## src/rtl/ctrl_pkg.sv

```systemverilog
// Shared decode constants, state encoding and select encodings for the multicycle controller.
package ctrl_pkg;

    typedef enum logic [3:0] {
        S_FETCH1, S_FETCH2, S_DECODE, S_ALU_EXEC, S_ALU_WB, S_DONE,
        S_LD_ADDR, S_LD_MEM, S_LD_MDR, S_LD_WB, S_ST_WRITE,
        S_BRANCH, S_JCOND, S_JAL_INC, S_JAL_LINK, S_TRAP
    } state_t;

    typedef enum logic [2:0] {
        CL_ALU, CL_CMP, CL_LOAD, CL_STOR, CL_BCOND, CL_JCOND, CL_JAL, CL_ILLEGAL
    } iclass_t;

    typedef struct packed {
        iclass_t cls;
        logic    imm;
    } decode_t;

    localparam logic [3:0] OP_RTYPE = 4'b0000;
    localparam logic [3:0] OP_ADDI  = 4'b0101;
    localparam logic [3:0] OP_SUBI  = 4'b1001;
    localparam logic [3:0] OP_CMPI  = 4'b1011;
    localparam logic [3:0] OP_ANDI  = 4'b0001;
    localparam logic [3:0] OP_ORI   = 4'b0010;
    localparam logic [3:0] OP_XORI  = 4'b0011;
    localparam logic [3:0] OP_MOVI  = 4'b1101;
    localparam logic [3:0] OP_LUI   = 4'b1111;
    localparam logic [3:0] OP_SHIFT = 4'b1000;
    localparam logic [3:0] OP_MEMJ  = 4'b0100;
    localparam logic [3:0] OP_BCOND = 4'b1100;

    localparam logic [3:0] EXT_ADD   = 4'b0101;
    localparam logic [3:0] EXT_SUB   = 4'b1001;
    localparam logic [3:0] EXT_CMP   = 4'b1011;
    localparam logic [3:0] EXT_AND   = 4'b0001;
    localparam logic [3:0] EXT_OR    = 4'b0010;
    localparam logic [3:0] EXT_XOR   = 4'b0011;
    localparam logic [3:0] EXT_MOV   = 4'b1101;
    localparam logic [3:0] EXT_LSH   = 4'b0100;
    localparam logic [3:0] EXT_LOAD  = 4'b0000;
    localparam logic [3:0] EXT_STOR  = 4'b0100;
    localparam logic [3:0] EXT_JAL   = 4'b1000;
    localparam logic [3:0] EXT_JCOND = 4'b1100;

    localparam logic [3:0] CC_EQ = 4'b0000;
    localparam logic [3:0] CC_NE = 4'b0001;
    localparam logic [3:0] CC_CS = 4'b0010;
    localparam logic [3:0] CC_CC = 4'b0011;
    localparam logic [3:0] CC_HI = 4'b0100;
    localparam logic [3:0] CC_LS = 4'b0101;
    localparam logic [3:0] CC_GT = 4'b0110;
    localparam logic [3:0] CC_LE = 4'b0111;
    localparam logic [3:0] CC_FS = 4'b1000;
    localparam logic [3:0] CC_FC = 4'b1001;
    localparam logic [3:0] CC_LO = 4'b1010;
    localparam logic [3:0] CC_HS = 4'b1011;
    localparam logic [3:0] CC_LT = 4'b1100;
    localparam logic [3:0] CC_GE = 4'b1101;
    localparam logic [3:0] CC_UC = 4'b1110;

    localparam int PSR_C = 0;
    localparam int PSR_L = 2;
    localparam int PSR_F = 5;
    localparam int PSR_Z = 6;
    localparam int PSR_N = 7;

    localparam logic [1:0] SRC1_PC   = 2'd0;
    localparam logic [1:0] SRC1_A    = 2'd1;
    localparam logic [1:0] SRC1_ZERO = 2'd2;
    localparam logic [1:0] SRC1_ONE  = 2'd3;
    localparam logic [1:0] SRC2_B    = 2'd0;
    localparam logic [1:0] SRC2_IMM  = 2'd1;
    localparam logic [1:0] SRC2_ONE  = 2'd2;
    localparam logic [1:0] SRC2_ZERO = 2'd3;
    localparam logic [1:0] PCSRC_INC  = 2'd0;
    localparam logic [1:0] PCSRC_B    = 2'd1;
    localparam logic [1:0] PCSRC_IMM  = 2'd2;
    localparam logic [1:0] PCSRC_ZERO = 2'd3;

    function automatic decode_t decodeInstr(input logic [15:0] instr);
        decode_t d;
        d.cls = CL_ILLEGAL;
        d.imm = 1'b0;
        case (instr[15:12])
            OP_RTYPE: begin
                case (instr[7:4])
                    EXT_ADD, EXT_SUB, EXT_AND, EXT_OR, EXT_XOR, EXT_MOV: d.cls = CL_ALU;
                    EXT_CMP: d.cls = CL_CMP;
                    default: d.cls = CL_ILLEGAL;
                endcase
            end
            OP_ADDI, OP_SUBI, OP_ANDI, OP_ORI, OP_XORI, OP_MOVI, OP_LUI: begin
                d.cls = CL_ALU;
                d.imm = 1'b1;
            end
            OP_CMPI: begin
                d.cls = CL_CMP;
                d.imm = 1'b1;
            end
            OP_SHIFT: begin
                if (instr[7:4] == EXT_LSH) begin
                    d.cls = CL_ALU;
                end else if (instr[7:5] == 3'b000) begin
                    d.cls = CL_ALU;
                    d.imm = 1'b1;
                end
            end
            OP_MEMJ: begin
                case (instr[7:4])
                    EXT_LOAD:  d.cls = CL_LOAD;
                    EXT_STOR:  d.cls = CL_STOR;
                    EXT_JAL:   d.cls = CL_JAL;
                    EXT_JCOND: d.cls = CL_JCOND;
                    default:   d.cls = CL_ILLEGAL;
                endcase
            end
            OP_BCOND: d.cls = CL_BCOND;
            default:  d.cls = CL_ILLEGAL;
        endcase
        return d;
    endfunction

endpackage

```

## src/rtl/controller_if.sv

```systemverilog
// Controller <-> datapath bundle: instruction/status in, control strobes and selects out.
interface controller_if;
    logic [15:0] instr;
    logic [7:0]  PSR;
    logic        aluOutIsZero;
    logic        pcEn;
    logic        instrWrite;
    logic        newAluInput;
    logic        regWrite;
    logic        writeBackSelect;
    logic        dataToWriteSelect;
    logic [1:0]  aluSrc1Select;
    logic [1:0]  aluSrc2Select;
    logic [1:0]  pcSrc;
    logic        memWrite;
    logic        iOrD;
    logic        illegalOp;

    modport master (
        input  instr, PSR, aluOutIsZero,
        output pcEn, instrWrite, newAluInput, regWrite, writeBackSelect,
               dataToWriteSelect, aluSrc1Select, aluSrc2Select, pcSrc,
               memWrite, iOrD, illegalOp
    );

    modport slave (
        output instr, PSR, aluOutIsZero,
        input  pcEn, instrWrite, newAluInput, regWrite, writeBackSelect,
               dataToWriteSelect, aluSrc1Select, aluSrc2Select, pcSrc,
               memWrite, iOrD, illegalOp
    );
endinterface

```

## src/rtl/controller_cond_eval.sv

```systemverilog
// Branch/jump condition evaluation: condition field plus PSR flags -> taken.
module cond_eval
    import ctrl_pkg::*;
(
    input  logic [3:0] cond,
    input  logic [7:0] psr,
    output logic       taken
);
    logic c, l, f, z, n;
    logic unusedPsr;

    assign c = psr[PSR_C];
    assign l = psr[PSR_L];
    assign f = psr[PSR_F];
    assign z = psr[PSR_Z];
    assign n = psr[PSR_N];
    assign unusedPsr = ^{psr[4:3], psr[1]};

    always_comb begin
        taken = 1'b0;
        case (cond)
            CC_EQ: taken = z;
            CC_NE: taken = !z;
            CC_CS: taken = c;
            CC_CC: taken = !c;
            CC_HI: taken = l;
            CC_LS: taken = !l;
            CC_GT: taken = n;
            CC_LE: taken = !n;
            CC_FS: taken = f;
            CC_FC: taken = !f;
            CC_LO: taken = !l && !z;
            CC_HS: taken = l || z;
            CC_LT: taken = !n && !z;
            CC_GE: taken = n || z;
            CC_UC: taken = 1'b1;
            default: taken = 1'b0;
        endcase
    end
endmodule

```

## src/rtl/controller.sv

```systemverilog
// Multicycle control FSM for the 16-bit CR16-style datapath.
// Optional CTRL_ILLEGAL_TRAP_EN: undefined encodings trap to PC=0 and set sticky illegalOp.
module controller
    import ctrl_pkg::*;
(
    input  logic         clk,
    input  logic         reset,
    controller_if.master bus
);
    state_t     state, nextState;
    decode_t    dec;
    logic       immForm, isCmp, taken;
    logic       pcEn, instrWrite, newAluInput, regWrite, writeBackSelect;
    logic       dataToWriteSelect, memWrite, iOrD;
    logic [1:0] aluSrc1Select, aluSrc2Select, pcSrc;
    logic       unusedBits;

    assign dec        = decodeInstr(bus.instr);
    assign unusedBits = ^{bus.aluOutIsZero, bus.instr[3:0]};

    cond_eval uCond (
        .cond  (bus.instr[11:8]),
        .psr   (bus.PSR),
        .taken (taken)
    );

    // Operand form and compare-ness are captured at DECODE so EXEC outputs stay registered.
    always_ff @(posedge clk) begin
        if (reset) begin
            state   <= S_FETCH1;
            immForm <= 1'b0;
            isCmp   <= 1'b0;
        end else begin
            state <= nextState;
            if (state == S_DECODE) begin
                immForm <= dec.imm;
                isCmp   <= (dec.cls == CL_CMP);
            end
        end
    end

`ifdef CTRL_ILLEGAL_TRAP_EN
    logic illegalReg;
    always_ff @(posedge clk) begin
        if (reset)
            illegalReg <= 1'b0;
        else if (state == S_DECODE && dec.cls == CL_ILLEGAL)
            illegalReg <= 1'b1;
    end
    assign bus.illegalOp = illegalReg;
`else
    assign bus.illegalOp = 1'b0;
`endif

    always_comb begin
        nextState         = S_FETCH1;
        pcEn              = 1'b0;
        instrWrite        = 1'b0;
        newAluInput       = 1'b0;
        regWrite          = 1'b0;
        writeBackSelect   = 1'b0;
        dataToWriteSelect = 1'b0;
        aluSrc1Select     = SRC1_PC;
        aluSrc2Select     = SRC2_B;
        pcSrc             = PCSRC_INC;
        memWrite          = 1'b0;
        iOrD              = 1'b0;
        case (state)
            S_FETCH1: nextState = S_FETCH2;
            S_FETCH2: begin
                instrWrite = 1'b1;
                nextState  = S_DECODE;
            end
            S_DECODE: begin
                newAluInput = 1'b1;
                case (dec.cls)
                    CL_ALU, CL_CMP: nextState = S_ALU_EXEC;
                    CL_LOAD:        nextState = S_LD_ADDR;
                    CL_STOR:        nextState = S_ST_WRITE;
                    CL_BCOND:       nextState = S_BRANCH;
                    CL_JCOND:       nextState = S_JCOND;
                    CL_JAL:         nextState = S_JAL_INC;
`ifdef CTRL_ILLEGAL_TRAP_EN
                    default:        nextState = S_TRAP;
`else
                    default:        nextState = S_DONE;
`endif
                endcase
            end
            S_ALU_EXEC: begin
                aluSrc1Select = SRC1_A;
                aluSrc2Select = immForm ? SRC2_IMM : SRC2_B;
                nextState     = isCmp ? S_DONE : S_ALU_WB;
            end
            S_ALU_WB: begin
                regWrite = 1'b1;
                pcEn     = 1'b1;
            end
            S_DONE: pcEn = 1'b1;
            S_LD_ADDR: begin
                iOrD      = 1'b1;
                nextState = S_LD_MEM;
            end
            S_LD_MEM: begin
                iOrD      = 1'b1;
                nextState = S_LD_MDR;
            end
            S_LD_MDR: begin
                writeBackSelect = 1'b1;
                nextState       = S_LD_WB;
            end
            S_LD_WB: begin
                regWrite = 1'b1;
                pcEn     = 1'b1;
            end
            S_ST_WRITE: begin
                iOrD     = 1'b1;
                memWrite = 1'b1;
                pcEn     = 1'b1;
            end
            S_BRANCH: begin
                pcEn  = 1'b1;
                pcSrc = taken ? PCSRC_IMM : PCSRC_INC;
            end
            S_JCOND: begin
                pcEn  = 1'b1;
                pcSrc = taken ? PCSRC_B : PCSRC_INC;
            end
            S_JAL_INC: begin
                pcEn      = 1'b1;
                nextState = S_JAL_LINK;
            end
            // PC already holds the link address; B was latched at DECODE so the target survives the link write.
            S_JAL_LINK: begin
                regWrite          = 1'b1;
                dataToWriteSelect = 1'b1;
                pcEn              = 1'b1;
                pcSrc             = PCSRC_B;
            end
            S_TRAP: begin
                pcEn  = 1'b1;
                pcSrc = PCSRC_ZERO;
            end
            default: nextState = S_FETCH1;
        endcase
    end

    assign bus.pcEn              = pcEn;
    assign bus.instrWrite        = instrWrite;
    assign bus.newAluInput       = newAluInput;
    assign bus.regWrite          = regWrite;
    assign bus.writeBackSelect   = writeBackSelect;
    assign bus.dataToWriteSelect = dataToWriteSelect;
    assign bus.aluSrc1Select     = aluSrc1Select;
    assign bus.aluSrc2Select     = aluSrc2Select;
    assign bus.pcSrc             = pcSrc;
    assign bus.memWrite          = memWrite;
    assign bus.iOrD              = iOrD;
endmodule
```

## src/flat_wrapper.sv

```systemverilog
// flat-port wrapper written by rule: the top's interface ports become plain ports
module controller_flat import ctrl_pkg::*;
  (clk, reset, bus_instr, bus_PSR, bus_aluOutIsZero, bus_pcEn, bus_instrWrite, bus_newAluInput, bus_regWrite, bus_writeBackSelect, bus_dataToWriteSelect, bus_aluSrc1Select, bus_aluSrc2Select, bus_pcSrc, bus_memWrite, bus_iOrD, bus_illegalOp);
  controller_if bus_i ();
  input  logic clk;
  input  logic reset;
  input wire logic [$bits(bus_i.instr)-1:0] bus_instr;
  input wire logic [$bits(bus_i.PSR)-1:0] bus_PSR;
  input wire logic [$bits(bus_i.aluOutIsZero)-1:0] bus_aluOutIsZero;
  output wire logic [$bits(bus_i.pcEn)-1:0] bus_pcEn;
  output wire logic [$bits(bus_i.instrWrite)-1:0] bus_instrWrite;
  output wire logic [$bits(bus_i.newAluInput)-1:0] bus_newAluInput;
  output wire logic [$bits(bus_i.regWrite)-1:0] bus_regWrite;
  output wire logic [$bits(bus_i.writeBackSelect)-1:0] bus_writeBackSelect;
  output wire logic [$bits(bus_i.dataToWriteSelect)-1:0] bus_dataToWriteSelect;
  output wire logic [$bits(bus_i.aluSrc1Select)-1:0] bus_aluSrc1Select;
  output wire logic [$bits(bus_i.aluSrc2Select)-1:0] bus_aluSrc2Select;
  output wire logic [$bits(bus_i.pcSrc)-1:0] bus_pcSrc;
  output wire logic [$bits(bus_i.memWrite)-1:0] bus_memWrite;
  output wire logic [$bits(bus_i.iOrD)-1:0] bus_iOrD;
  output wire logic [$bits(bus_i.illegalOp)-1:0] bus_illegalOp;
  assign bus_i.instr = bus_instr;
  assign bus_i.PSR = bus_PSR;
  assign bus_i.aluOutIsZero = bus_aluOutIsZero;
  assign bus_pcEn = bus_i.pcEn;
  assign bus_instrWrite = bus_i.instrWrite;
  assign bus_newAluInput = bus_i.newAluInput;
  assign bus_regWrite = bus_i.regWrite;
  assign bus_writeBackSelect = bus_i.writeBackSelect;
  assign bus_dataToWriteSelect = bus_i.dataToWriteSelect;
  assign bus_aluSrc1Select = bus_i.aluSrc1Select;
  assign bus_aluSrc2Select = bus_i.aluSrc2Select;
  assign bus_pcSrc = bus_i.pcSrc;
  assign bus_memWrite = bus_i.memWrite;
  assign bus_iOrD = bus_i.iOrD;
  assign bus_illegalOp = bus_i.illegalOp;
  controller u_core (.clk(clk), .reset(reset), .bus(bus_i));
endmodule
```

## config.mk

```make
export PLATFORM = sky130hd
export DESIGN_NAME = controller_flat
export DESIGN_NICKNAME = d
export VERILOG_FILES = /design/src/rtl/ctrl_pkg.sv /design/src/rtl/controller_if.sv /design/src/rtl/controller_cond_eval.sv /design/src/rtl/controller.sv /design/src/flat_wrapper.sv
export SDC_FILE = /design/constraint.sdc
export NUM_CORES = 1
export LEC_CHECK = 0
export CAP_MARGIN = 15
export CORE_MARGIN = 2
export CORE_UTILIZATION = 43
export DETAILED_ROUTE_END_ITERATION = 8
export GPL_TIMING_DRIVEN = 0
export MAX_ROUTING_LAYER = met4
export PLACE_DENSITY = 0.81
export SYNTH_ARGS = -nofsm -noshare
export SYNTH_HDL_FRONTEND = slang
export SYNTH_HIERARCHICAL = 1
export SYNTH_SLANG_ARGS = --single-unit
```

## constraint.sdc

```tcl
create_clock -name clk -period 1.95 [get_ports clk]
set_clock_uncertainty 0.15 [all_clocks]
set_input_delay 0.195 -clock clk [delete_from_list [all_inputs] [get_ports clk]]
set_output_delay 0.195 -clock clk [all_outputs]
set_load 0.01 [all_outputs]
```

==> impl_metrics.json <==
{
  "max-cap-violations": 0,
  "ioPinCount": 42,
  "hpwl_um": 1960,
  "reg2reg_to": "u_core/isCmp",
  "holdPathEnd": "u_core/state[3]",
  "fillCellCount": 188,
  "final_area_um2": 1450,
  "grt_usage_pct": 21.2,
  "synth_commonest_cells": "16 x nor2_1, 8 x nand2_1, 7 x a21oi_1, 7 x nor3_1, 6 x dfxtp_1",
  "drt-initial-drc-count": 13,
  "initial_utilization_pct": 45.5,
  "synthAdderAreaFrac_pct": 0.995,
  "placedCellCount": 191,
  "clk_pin_slew_ns": 0.04,
  "yosysMostFrequentCell": "nor2_1",
  "synth-compound-area-share_pct": 32.6,
  "finalCritPeriodShare_pct": 104,
  "synth-xor-area-share_pct": 3.48,
  "synth_edf_count": 0,
  "post_dp_cell_area_um2": 1300,
  "numPortBuffers": 25,
  "syn_avg_cell_area_um2": 7.40,
  "rr_startpoint": "u_core/state[1]",
  "gp_congestion": 0.869,
  "wl_um": 2810,
  "drc": 0,
  "critPathKind": "input pin to primary output",
  "syn_area_um2": 1010,
  "wl_per_cell_um": 14.0,
  "ctsHtreeMaxLevel": 1,
  "stdcell_count": 200,
  "final_layout_size_suffix_gt1_share_pct": 34.3,
  "r2r_cells": 6,
  "grt_pass1_wl_um": 4420,
  "yosysTopAreaCellShare_pct": 11.9,
  "ant_nets": 0,
  "rows": 17,
  "required_ns": 1.60,
  "yosysTopAreaCell": "dfxtp_1",
  "hold_viol": 0,
  "yosysWarnings": 6,
  "hp-class": "input pin to register",
  "hold_path_depth": 4,
  "die_width_um": 52.4,
  "grt-ovfl-total": 0,
  "synth_cell_types": 54,
  "nNetsFinal": 201,
  "setup_slack_ns": -0.0832,
  "max_freq_mhz": 492,
  "clk_path_buf_depth": 2,
  "cp-end-kind": "primary output",
  "area_delta_synth_final_pct": 44.5,
  "violations": "setup timing",
  "dieHeight_um": 52.4,
  "critPathLaunch": "bus_instr[10]",
  "cts_tree": "built",
  "synth-seq-area-share_pct": 11.9,
  "p_leak_nw": 0.659,
  "synth-simple-area-share_pct": 35.9,
  "synthMuxAreaShare_pct": 2.11,
  "num_vias": 1163,
  "cp.arrival_ns": 1.69,
  "antennaDiodeCount": 0,
  "async_flop_share_pct": 0,
  "drv_slew": 0,
  "core_area_um2": 2210,
  "crit_fanout": 5,
  "finalSetupViolations": 2,
  "cts_buffers": 3,
  "timing.hold.ws_ns": 0.202,
  "cts-hold-fix-buffers": 0,
  "synth_top_family_by_area": "simple AND/OR/NAND/NOR gates",
  "power.density_nw_per_um2": 760,
  "rsz0062_at_grt": "true",
  "run_status": "complete, but fails checks",
  "min_from": "bus_instr[12]",
  "root_buffer": "clkbuf_4",
  "yosys_most_used_dff": "dfxtp_1",
  "antenna_found_initial": 0,
  "peakVddDrop_mv": 0.542,
  "r2r_slack_ns": 0.36,
  "synth.ff_latch_count": 6,
  "via_per_inst": 5.82,
  "grt_pass1_vias": 1058,
  "die_area_um2": 2740,
  "synth_cells": 136,
  "cts.sinks": 6,
  "grt_start_max_net_pins": 11,
  "synth_area_leaders": "dfxtp_1 12%, nor2_1 6.0%, buf_6 4.5%",
  "clk_latency_ns": 0.25,
  "crit_path_start_kind": "input pin",
  "period_minus_slack_ns": 2.03,
  "first_pass_iters": 4
}
## worst max-delay path by stage
stage	end
2_1_floorplan	bus_pcSrc[0]
3_3_place_gp	bus_pcSrc[0]
3_5_place_dp	bus_pcSrc[0]
4_1_cts	bus_pcSrc[1]
5_1_grt	bus_pcSrc[0]
6_report	bus_pcSrc[0]
## through the flow
| step | TNS, ns | util [%] | setup WS, ns | total power, W |
|---|---|---|---|---|
| 3_5_place_dp | -1.81 | 58.7 | -0.871 | 0.000872 |
| 3_3_place_gp | -1.68 | 58.7 | -0.863 | 0.000856 |
| 2_1_floorplan | 0 | - | 0.0426 | 0.000658 |
| 6_report | -0.123 | 65.7 | -0.0832 | 0.00110 |
| 4_1_cts | -0.282 | 62.4 | -0.109 | 0.00105 |
| 5_1_grt | -0.223 | 65.7 | -0.117 | 0.00119 |
## cells in the final DEF, fill, tap and decap left out, types with 4 or more instances in the layout
| cell | count |
|---|---|
| buf_4 | 10 |
| dlygate4sd2_1 | 5 |
| dlymetal6s2s_1 | 7 |
| o21ai_1 | 4 |
| nor2_1 | 14 |
| nor3_1 | 5 |
| clkdlybuf4s50_1 | 8 |
| a21oi_1 | 6 |
| buf_6 | 8 |
| nor3b_1 | 4 |
| o21ai_0 | 5 |
| dfxtp_1 | 6 |
| clkbuf_4 | 4 |
| nand2_1 | 6 |
| buf_2 | 4 |
## metal layers
| layer | vias to the layer above | wire length [um] | part of all wire [%] | GRT usage, % |
|---|---|---|---|---|
| met2 | 41 | 1420 | 50 | 38.1 |
| met4 | 0 | 60 | 2.1 | 9.40 |
| met1 | 532 | 1180 | 42 | 24.1 |
| li1 | 583 | - | - | - |
| met3 | 7 | 144 | 5.1 | 0.857 |
| met5 | - | 0 | 0 | - |
## cells by family (layout without fill, tap and decap cells)
logic type / Yosys count / count (layout)
compound gates: 42 / 42
flops: 6 / 6
simple gates: 60 / 60
fa+ha+maj: 1 / 1
other cells: 1 / 3
xor+xnor: 4 / 4
buf+inv: 20 / 54
mux: 2 / 2
## area by class of cell
| cell class | instances | area, um^2 | area share (%) |
|---|---|---|---|
| multi-input cells | 112 | 817 | 56.2 |
| repair buffers | 31 | 288 | 19.8 |
| plain buffers | 15 | 146 | 10.1 |
| flip-flops and latches | 6 | 120 | 8.26 |
| well taps | 28 | 35.0 | 2.41 |
| inverters | 5 | 25.0 | 1.72 |
| clock buffers | 3 | 22.5 | 1.55 |
## flip-flops by register name (all words and copies together), names as in the netlist
signal / count
u_core/isCmp: 1
u_core/state: 4
u_core/immForm: 1
## power breakdown
| group | switching (W) | internal, W |
|---|---|---|
| Clock | 0.0000453 | 0.0000696 |
| Sequential | 0.0000252 | 0.000165 |
| Combinational | 0.000428 | 0.000372 |
## critical path, cell delays in order
cell     delay [ns]
buf_12         0.08
inv_4          0.03
o311a_1        0.33
o311a_1        0.29
or4_4          0.43
a21oi_2        0.15
nor2_1         0.05
buf_2          0.13
## what timing repair did
item | 4_1_cts | 5_1_grt
setup endpoints to repair | 11 | 11
pin swaps | 10 | 7
resized for setup | 41 | 22
buffers inserted | 4 | 2
Note: power is estimated with default switching activity, not from simulation.
==> edit: new RTL, config.mk and constraints unchanged <==
Add a define of `CTRL_ILLEGAL_TRAP_EN`.
--- a/src/rtl/controller.sv
+++ b/src/rtl/controller.sv
@@ -1,5 +1,7 @@
 // Multicycle control FSM for the 16-bit CR16-style datapath.
 // Optional CTRL_ILLEGAL_TRAP_EN: undefined encodings trap to PC=0 and set sticky illegalOp.
+`define CTRL_ILLEGAL_TRAP_EN
+
 module controller
     import ctrl_pkg::*;
 (
Function: changed (a bounded check fails within 4 cycles, from zero or initial values and one cycle with reset high).
==> edit against the unedited design <==
- first-iteration DRC count grew to 3.2 times the old value
- fmax shrank 2.4%
- worst setup slack got worse by 0.050 ns
- register-to-register slack got worse by 0.21 ns
- routed wire length grew 3.0%
- sequential cell count rose by 1
- critical path type unchanged
- non-clock buffer count is 1 lower
- synthesized area down 7.6%
- largest power group unchanged
- final area is 2.8% lower
- die area shrank 7.0%
- the run still ends with setup timing left
- power shrank 5.9%
==> edit: results <==
export IMPL_arrival_ns=1.74
export IMPL_gp_congestion=0.870
export IMPL_ir_worst_vdd_v=0.000543
export IMPL_leakage_uw=0.000606
export IMPL_vias=1171
export IMPL_fin_nets=200
export IMPL_hold_viol_final=0
export IMPL_drt_pass1_iterations=4
export IMPL_drt_iter0_markers=41
export IMPL_crit_fanout=2
export IMPL_port_buffers=26
export IMPL_status="finished, violations left"
export IMPL_drive_gt1_share_pct=27.3
export IMPL_antenna_found_initial=0
export IMPL_timing_final_ws_setup_ns=-0.133
export IMPL_setup_viol=3
export IMPL_dpl_hpwl_mm=1.88
export IMPL_cts_buffers=3
export IMPL_grt_usage_pct=23.2
export IMPL_grt_pass1_vias=1078
export IMPL_nFillCells=173
export IMPL_synth_common_cells="nor2_1 (11), a21oi_1 (8)"
export IMPL_ys_types=49
export IMPL_wl_mm=2.89
export IMPL_grt_first_pass_wirelength_mm=4.52
export IMPL_synth_cell_area_um2=930
export IMPL_worstSkewPairLatency_ns=0.25
export IMPL_clk_pin_slew_ns=0.05
export IMPL_violations="setup timing"
export IMPL_ys_top_cells_by_area="dfxtp_1 (15%), nor2_1 (4.4%), a21oi_1 (4.3%)"
export IMPL_ys_seq_area_share_pct=15.1
[edit: cell type report]
type / instances / area (µm²) / area share [%]
repair buffers: 35 / 310 / 22.0
inverters: 8 / 32.5 / 2.30
multi-input cells: 108 / 771 / 54.6
well taps: 27 / 33.8 / 2.39
plain buffers: 10 / 95.1 / 6.73
clock buffers: 4 / 26.3 / 1.86
flip-flops and latches: 7 / 144 / 10.2
[edit: stage by stage]
step | area (µm²) | setup TNS, ns | cells | setup slack, ns
final | 1410 | -0.322 | 199 | -0.133
after global routing | 1410 | -0.536 | 199 | -0.166
after CTS | 1360 | -0.259 | 196 | -0.122
after detailed placement | 1230 | -4.55 | 187 | -0.912
after global placement | 1230 | -4.03 | 187 | -0.872
after floorplan | 933 | 0 | 134 | 0.0417
[edit: final timing paths]
path	depth (start not counted)	start	to	slack, ns
max	7	bus_PSR[7]	bus_pcSrc[1]	-0.13
min	2	reset	u_core/immForm	0.15
min reg2reg	2	u_core/isCmp	u_core/isCmp	0.32
max reg2reg	4	u_core/state[0]	u_core/isCmp	0.15
[edit: power by group]
part | switching, µW | internal, µW | total, µW | leakage [µW]
Combinational | 349 | 321 | 671 | 0.000533
Sequential | 47.6 | 188 | 236 | 0.0000582
Clock | 54.7 | 78.2 | 133 | 0.0000150
[edit: critical path, cell delays in order]
cell	delay (ns)
buf_8	0.10
o311a_1	0.35
o311a_1	0.33
or4_4	0.43
nor2_1	0.13
nor3_1	0.07
buf_2	0.13
[edit: cell families after synthesis]
logic type | count (synthesis) | synth area share, %
buffers and inverters | 19 | 10.1
xor gates and xnor gates | 4 | 3.77
AOI/OAI and AO/OA | 39 | 28.9
DFF | 7 | 15.1
and+or+nand+nor | 60 | 38.5
muxes | 3 | 3.23
other | 1 | 0.403
[edit: metal layers]
| metal | wire, µm | up-vias | global-route usage, % |
|---|---|---|---|
| li1 | - | 578 | - |
| met1 | 1130 | 533 | 23.3 |
| met2 | 1550 | 52 | 44.3 |
| met3 | 151 | 8 | 2.08 |
| met4 | 55 | 0 | 11.7 |
| met5 | 0 | - | - |
[edit: timing repair]
item | in CTS | in global routing
endpoints found under the setup margin | 18 | 9
resized for setup | 58 | 14
pin swaps | 9 | 8
buffers inserted | 6 | 3
hold buffers | 0 | 0
